==> src/rtl/mips_multicycle_control.sv <==
// mips_multicycle_control
//
// Main control FSM for the multicycle MIPS datapath. Decodes the IR opcode
// and steps each instruction through fetch, decode, execute, memory and
// writeback cycles. It drives the datapath mux selects, the enables and the
// 4-bit alu_op consumed by the ALU control stage. It also counts retired
// instructions.
//
// Ports:
//   clk           system clock, rising edge
//   rst           asynchronous active-low reset
//   opcode        IR[31:26], sampled in DECODE and MEM_ADDR
//   mem_ready     memory completes the current access this cycle
//   pc_write      unconditional PC load
//   pc_write_cond PC load qualified by ALU zero (branch)
//   i_or_d        memory address select (0 = PC, 1 = ALUOut)
//   mem_read      memory read request
//   mem_write     memory write request
//   ir_write      IR load
//   mem_to_reg    register write data select (1 = MDR, 0 = ALUOut)
//   reg_dst       destination register select (1 = rd, 0 = rt)
//   reg_write     register file write enable
//   alu_src_a     ALU A select (0 = PC, 1 = A)
//   alu_src_b     ALU B select (B / 4 / imm / imm<<2)
//   pc_source     PC source select (ALU / ALUOut / jump target)
//   alu_op        0000 add, 0001 subtract, 0010 R-type funct decode
//   illegal_op    one-cycle pulse on an unknown opcode in DECODE
//   state         current state encoding, for debug
//   retired       retired-instruction count, wraps modulo 2^CNT_W

module mips_multicycle_control #(
    parameter int CNT_W = 16
) (
    input  logic             clk,
    input  logic             rst,
    input  logic [5:0]       opcode,
    input  logic             mem_ready,
    output logic             pc_write,
    output logic             pc_write_cond,
    output logic             i_or_d,
    output logic             mem_read,
    output logic             mem_write,
    output logic             ir_write,
    output logic             mem_to_reg,
    output logic             reg_dst,
    output logic             reg_write,
    output logic             alu_src_a,
    output logic [1:0]       alu_src_b,
    output logic [1:0]       pc_source,
    output logic [3:0]       alu_op,
    output logic             illegal_op,
    output logic [3:0]       state,
    output logic [CNT_W-1:0] retired
);

    localparam logic [5:0] OP_RTYPE = 6'b000000;
    localparam logic [5:0] OP_LW    = 6'b100011;
    localparam logic [5:0] OP_SW    = 6'b101011;
    localparam logic [5:0] OP_BEQ   = 6'b000100;
    localparam logic [5:0] OP_J     = 6'b000010;
    localparam logic [5:0] OP_ADDI  = 6'b001000;

    localparam logic [CNT_W-1:0] CNT_ONE = {{(CNT_W-1){1'b0}}, 1'b1};

    typedef enum logic [3:0] {
        S_FETCH     = 4'd0,
        S_DECODE    = 4'd1,
        S_MEM_ADDR  = 4'd2,
        S_MEM_READ  = 4'd3,
        S_MEM_WB    = 4'd4,
        S_MEM_WRITE = 4'd5,
        S_EXECUTE   = 4'd6,
        S_R_WB      = 4'd7,
        S_BRANCH    = 4'd8,
        S_JUMP      = 4'd9,
        S_ADDI_EX   = 4'd10,
        S_ADDI_WB   = 4'd11
    } state_t;

    state_t cur_state;
    state_t next_state;
    logic   retire;

    always_ff @(posedge clk or negedge rst) begin
        if (!rst) begin
            cur_state <= S_FETCH;
        end else begin
            cur_state <= next_state;
        end
    end

    always_ff @(posedge clk or negedge rst) begin
        if (!rst) begin
            retired <= '0;
        end else if (retire) begin
            retired <= retired + CNT_ONE;
        end
    end

    // Every output decode sits under 'if (rst)' so the whole control word
    // reads zero while reset is held. The moment reset releases, FETCH's
    // read request appears without waiting for a clock edge.
    always_comb begin
        next_state    = S_FETCH;
        retire        = 1'b0;
        pc_write      = 1'b0;
        pc_write_cond = 1'b0;
        i_or_d        = 1'b0;
        mem_read      = 1'b0;
        mem_write     = 1'b0;
        ir_write      = 1'b0;
        mem_to_reg    = 1'b0;
        reg_dst       = 1'b0;
        reg_write     = 1'b0;
        alu_src_a     = 1'b0;
        alu_src_b     = 2'b00;
        pc_source     = 2'b00;
        alu_op        = 4'b0000;
        illegal_op    = 1'b0;

        if (rst) begin
            case (cur_state)
                S_FETCH: begin
                    mem_read  = 1'b1;
                    alu_src_b = 2'b01;
                    // IR and PC+4 load only on the cycle the read completes.
                    ir_write  = mem_ready;
                    pc_write  = mem_ready;
                    next_state = mem_ready ? S_DECODE : S_FETCH;
                end
                S_DECODE: begin
                    alu_src_b = 2'b11;
                    case (opcode)
                        OP_LW, OP_SW: next_state = S_MEM_ADDR;
                        OP_RTYPE:     next_state = S_EXECUTE;
                        OP_BEQ:       next_state = S_BRANCH;
                        OP_J:         next_state = S_JUMP;
                        OP_ADDI:      next_state = S_ADDI_EX;
                        default: begin
                            illegal_op = 1'b1;
                            next_state = S_FETCH;
                        end
                    endcase
                end
                S_MEM_ADDR: begin
                    alu_src_a = 1'b1;
                    alu_src_b = 2'b10;
                    if (opcode == OP_LW) begin
                        next_state = S_MEM_READ;
                    end else if (opcode == OP_SW) begin
                        next_state = S_MEM_WRITE;
                    end else begin
                        next_state = S_FETCH;
                    end
                end
                S_MEM_READ: begin
                    mem_read   = 1'b1;
                    i_or_d     = 1'b1;
                    next_state = mem_ready ? S_MEM_WB : S_MEM_READ;
                end
                S_MEM_WB: begin
                    reg_write  = 1'b1;
                    mem_to_reg = 1'b1;
                    retire     = 1'b1;
                end
                S_MEM_WRITE: begin
                    mem_write  = 1'b1;
                    i_or_d     = 1'b1;
                    retire     = mem_ready;
                    next_state = mem_ready ? S_FETCH : S_MEM_WRITE;
                end
                S_EXECUTE: begin
                    alu_src_a  = 1'b1;
                    alu_op     = 4'b0010;
                    next_state = S_R_WB;
                end
                S_R_WB: begin
                    reg_write = 1'b1;
                    reg_dst   = 1'b1;
                    retire    = 1'b1;
                end
                S_BRANCH: begin
                    alu_src_a     = 1'b1;
                    alu_op        = 4'b0001;
                    pc_write_cond = 1'b1;
                    pc_source     = 2'b01;
                    retire        = 1'b1;
                end
                S_JUMP: begin
                    pc_write  = 1'b1;
                    pc_source = 2'b10;
                    retire    = 1'b1;
                end
                S_ADDI_EX: begin
                    alu_src_a  = 1'b1;
                    alu_src_b  = 2'b10;
                    next_state = S_ADDI_WB;
                end
                S_ADDI_WB: begin
                    reg_write = 1'b1;
                    retire    = 1'b1;
                end
                default: begin
                    next_state = S_FETCH;
                end
            endcase
        end
    end

    assign state = cur_state;

endmodule
==> config.mk <==
export PLATFORM = sky130hd
export DESIGN_NAME = mips_multicycle_control
export DESIGN_NICKNAME = d
export VERILOG_FILES = /design/src/rtl/mips_multicycle_control.sv
export SDC_FILE = /design/constraint.sdc
export NUM_CORES = 1
export LEC_CHECK = 0
export CORE_MARGIN = 2
export CORE_UTILIZATION = 48
export CTS_CLUSTER_SIZE = 16
export DETAILED_ROUTE_END_ITERATION = 10
export GPL_TIMING_DRIVEN = 0
export PLACE_DENSITY_LB_ADDON = 0.05
export SKIP_LAST_GASP = 1
export SLEW_MARGIN = 20
export SYNTH_ARGS = -nofsm -noshare
export SYNTH_HDL_FRONTEND = slang
export SYNTH_SLANG_ARGS = --single-unit
==> constraint.sdc <==
create_clock -name clk -period 2.6 [get_ports clk]
set_clock_uncertainty 0.05 [all_clocks]
set_input_delay 0.39 -clock clk [delete_from_list [all_inputs] [get_ports clk]]
set_output_delay 0.39 -clock clk [all_outputs]
set_load 0.005 [all_outputs]
Word-level counts from Yosys, hierarchy flattened
Index checks and enable logic that the tools add are counted.

cells by class
  add/sub/neg operators = 1
  equality and inequality tests = 16
  multiplexer cells = 39
  reduce and logical (&&, ||, !) cells = 10

operator list
  operator                                                                count
  4-bit case mux with 7 select lines                                      1
  1-bit 2-to-1 mux                                                        24
  4-bit case mux with 5 select lines                                      1
  16-bit by 1-bit adder with 16-bit output (second input constant)        1
  4-bit by 3-bit equality test with 1-bit output (second input constant)  4
  4-bit equality test (second input constant)                             4
  6-bit equality test (second input constant)                             2
  3-bit 2-to-1 mux                                                        4
  4-bit by 2-bit equality test with 1-bit output (second input constant)  2
  2-bit case mux with 2 select lines                                      2
  2-bit OR reduction                                                      4
  6-bit by 2-bit equality test with 1-bit output (second input constant)  1
  6-bit by 3-bit equality test with 1-bit output (second input constant)  1
  6-bit by 4-bit equality test with 1-bit output (second input constant)  1
  6-bit logical NOT                                                       1
  2-bit 2-to-1 mux                                                        3
  2-bit case mux with 3 select lines                                      1
  6-bit OR reduction                                                      1
  5-bit OR reduction                                                      1
  4-bit by 1-bit equality test with 1-bit output (second input constant)  1
  4-bit logical NOT                                                       1
  4-bit 2-to-1 mux                                                        1
  1-bit case mux with 2 select lines                                      2
  4-bit OR reduction                                                      1
  3-bit OR reduction                                                      1

word-level totals
  bits in registers = 20
  logic and storage cells = 68

Logic depth before layout (Yosys ltp)
  word-level depth = 5
  mapped depth = 6

Worst setup path before layout
Ideal clock, no wire load.

  path kind = flip-flop to output port
  start = reg cur_state[0] (netlist: state[0])
  end = out pc_write
  data arrival time = 1306 ps
  required time = 2160 ps
  setup slack = 854 ps
  stages on the path, launching flop included = 5
  path buffers = 1
  cells stage by stage = dfrtp_1 -> clkbuf_1 -> or2b_1 -> nor3_1 -> or2_2

between the ends
  longest elaborated chain between the ends = 3
  elaborated cells between the ends (all ways) = 4
  those cells by class = 1 x eq/ne; 2 x mux; 1 x reduce/logical

RTL lines
  item                                                      RTL line  source
  start: declaration                                        80        state_t cur_state;
  start signal: assignment                                  88        cur_state <= next_state;
  4-bit equality test or 4-bit logical NOT (tied branches)  122       case (cur_state)
  1-bit case mux with 2 select lines (*)                    122
  1-bit 2-to-1 mux (*)                                      121       if (rst) begin
  end: declaration                                          38        output logic pc_write,

Every way passes the cells marked *; elsewhere a longest branch is shown, timed or not.

Final worst setup path
Same ends and word-level chain as after synthesis.

==> impl_metrics.env <==
export IMPL_status="complete, no violations"
export IMPL_cts_buffers=3
export IMPL_initial_core_util_pct=49.9
export IMPL_hold_violations=0
export IMPL_clock_sinks=20
export IMPL_slew_headroom_pct=40.7
export IMPL_final_max_slew_viol_count=0
export IMPL_io_buffers=45
export IMPL_syn_area_per_cell_um2=8.80
export IMPL_die_w_um=57.3
export IMPL_rsz0062_at_grt="no"
export IMPL_grt_pass1_wl_mm=5.83
export IMPL_reg2reg_depth=6
export IMPL_peakVddDrop_uv=480
export IMPL_syn_inst=155
export IMPL_period_needed_ns=2.50
export IMPL_drt_iter0_markers=44
export IMPL_antenna_found_initial=0
export IMPL_grt_max_degree=30
export IMPL_die_h_um=57.3
export IMPL_via_count=1372
export IMPL_fin_crit_sh_pct=96.3
export IMPL_clk_latency_ns=0.30
export IMPL_power_uw=900
export IMPL_gp_congestion=0.760
export IMPL_nets=219
export IMPL_cts_root_buf="clkbuf_4"
export IMPL_fillers=234
export IMPL_ys_types=41
export IMPL_vias_per_cell=5.74
export IMPL_syn_area_um2=1360
export IMPL_clkTransAtPathRegs_ns=0.13
export IMPL_grt_overflow_total=0
export IMPL_area_growth_pct=45.0
export IMPL_core_area_um2=2730
export IMPL_rows=19
export IMPL_cp_max_fo=10
export IMPL_routedWlPerCell_um=14.6
export IMPL_routed_wl_mm=3.48
export IMPL_ios=48
export IMPL_setup_viol=0
export IMPL_r2r_slack_ns=0.78
export IMPL_maxCapViolations=0
export IMPL_finish_utilization_pct=72.4
export IMPL_path_cells="clkbuf_2 -> or2b_4 -> nor3_2 -> or2_2 -> clkdlybuf4s50_1"
export IMPL_max_stage_delay_ns=0.49
export IMPL_worstHoldPathCells=1
export IMPL_crit_type="reg2out"
export IMPL_drcViolationCount=0
export IMPL_worstPathRequired_ns=2.16
export IMPL_grtUsageTotal_pct=22.2
export IMPL_cts_tree="built"
export IMPL_fmax_mhz=399
export IMPL_synth_top_area_share_pct=36.7
export IMPL_dp_hpwl_mm=2.48
export IMPL_die_area_um2=3280
export IMPL_p_leak_uw=0.000783
export IMPL_grt_pass1_vias=1342
export IMPL_htreeDepth=1
export IMPL_worst_path_max_delay_cell="clkdlybuf4s50_1"
export IMPL_route_antenna_remaining_nets=0
export IMPL_netlist_top_cell_by_area="dfrtp_1"
export IMPL_clk_path_buf_depth=2
export IMPL_setup_tns_ns=0
export IMPL_start_kind="flip-flop"
export IMPL_hold_path_class="reg2reg"
export IMPL_powerDensity_nw_per_um2=455
export IMPL_synth_warning_count=0
export IMPL_ys_seq_area_share_pct=36.7
export IMPL_drt_pass1_iterations=4
export IMPL_cp_end_kind="primary output"
export IMPL_synth_seq_cells=20
export IMPL_arrival_ns=2.06
export IMPL_synthTopCellsByArea="dfrtp_1 (37%), xnor2_1 (9.6%), nand4_1 (4.6%), nand3_1 (3.7%), nor2_1 (3.3%)"
export IMPL_tightest_slew_ns=0.886
export IMPL_drive_gt1_share_pct=14.4
export IMPL_insertedDiodeCount=0
-- flip-flops by register name (all words and copies together), names as in the netlist --
register  cells
retired      16
state         4
-- where the power goes --
part	total [uW]	internal, uW	switching [uW]
registers	374	338	36.3
clock network	254	156	98.4
logic	271	142	129
-- path summary, 6_finish.rpt --
kind / start / endpoint
setup / recovery: state[0] / pc_write
hold / removal: retired[15] / retired[15]
setup reg to reg: state[1] / retired[11]
hold reg to reg: retired[15] / retired[15]
max in group asynchronous: rst / state[0]
min in group asynchronous: rst / state[1]
-- layer usage --
metal  global-route usage (%)  share of wire (%)
met1                     27.0                 43
met2                     40.1                 53
met3                     2.95                3.4
met4                     7.97                1.0
met5                        0                  0
-- cell type report --
type	instances	area [um^2]	share of cell area, %
Clock inverter	1	30.0	1.52
Timing Repair Buffer	48	480	24.3
Multi-Input combinational cell	124	822	41.6
Buffer	11	78.8	3.98
Inverter	1	3.75	0.190
Tap cell	31	38.8	1.96
Sequential cell	20	502	25.4
Clock buffer	3	22.5	1.14
-- through the flow --
step                cells  setup slack (ns)  cell area, um^2  hold slack [ns]
CTS                   236           -0.0102             1910           0.0206
global route          239            0.0101             1980            0.452
detailed placement    232            -0.753             1860            0.418
finish                239            0.0967             1980            0.432
global placement      232            -0.700             1860            0.415
floorplan             156             0.854             1370           0.0444
-- synthesized netlist by cell type, drive strengths merged --
library cell and count:
dfrtp 20, xnor2 15, nor2 12, nand3 10, nand4 10, nand2 9
buf 8, nor3 8, o21ai 7, a21oi 6, nand2b 5, nor4 5
and2 4, and3 4, nor2b 4, a31oi 3, clkbuf 3, nand3b 2
xor2 2, a21bo 1, a311o 1, a32o 1, and3b 1, and4 1
conb 1, ha 1, inv 1, mux2 1, nor3b 1, nor4b 1
o211ai 1, o22ai 1, o311ai 1, or2 1, or2b 1, or3 1
or3b 1
-- cells in the final DEF (no fill, tap or decap), types with 5 or more instances in the layout --
cell type	synthesis	layout
a21oi_1	6	6
o21ai_0	7	6
nor3_1	8	6
clkdlybuf4s50_1	0	41
buf_4	3	5
dfrtp_1	20	19
nand4_1	10	10
nand2_1	9	9
xnor2_1	15	15
nor2_1	12	11
nand2b_1	5	5
nand3_1	10	10
-- worst max-delay path: cells and delay by family (launching register included) --
family                 cells  cell delay [ns]
buffers and inverters      2             0.68
and+or+nand+nor            3             0.61
DFF                        1             0.46
-- timing repair --
| action | in CTS | in global routing |
|---|---|---|
| setup buffers | 0 | 2 |
| pin swaps | 0 | 1 |
| endpoints found under the hold margin | 0 | 20 |
| endpoints found under the setup margin | 27 | 6 |
| hold buffers | 0 | 1 |
| resized for setup | 8 | 12 |
-- cell families (layout without fill, tap and decap cells) --
kind of cell             after synthesis  in the layout  synth area share (%)
AND/OR/NAND/NOR                       81             81                  34.4
AO/OA/AOI/OAI                         22             22                  10.0
flip-flops                            20             20                  36.7
XOR/XNOR                              17             17                  10.9
buffers and inverters                 12             64                  5.96
adder cells (fa/ha/maj)                1              1                 0.917
other                                  1              2                 0.275
multiplexers                           1              1                 0.826
Note: power is estimated with default switching activity, not from simulation.
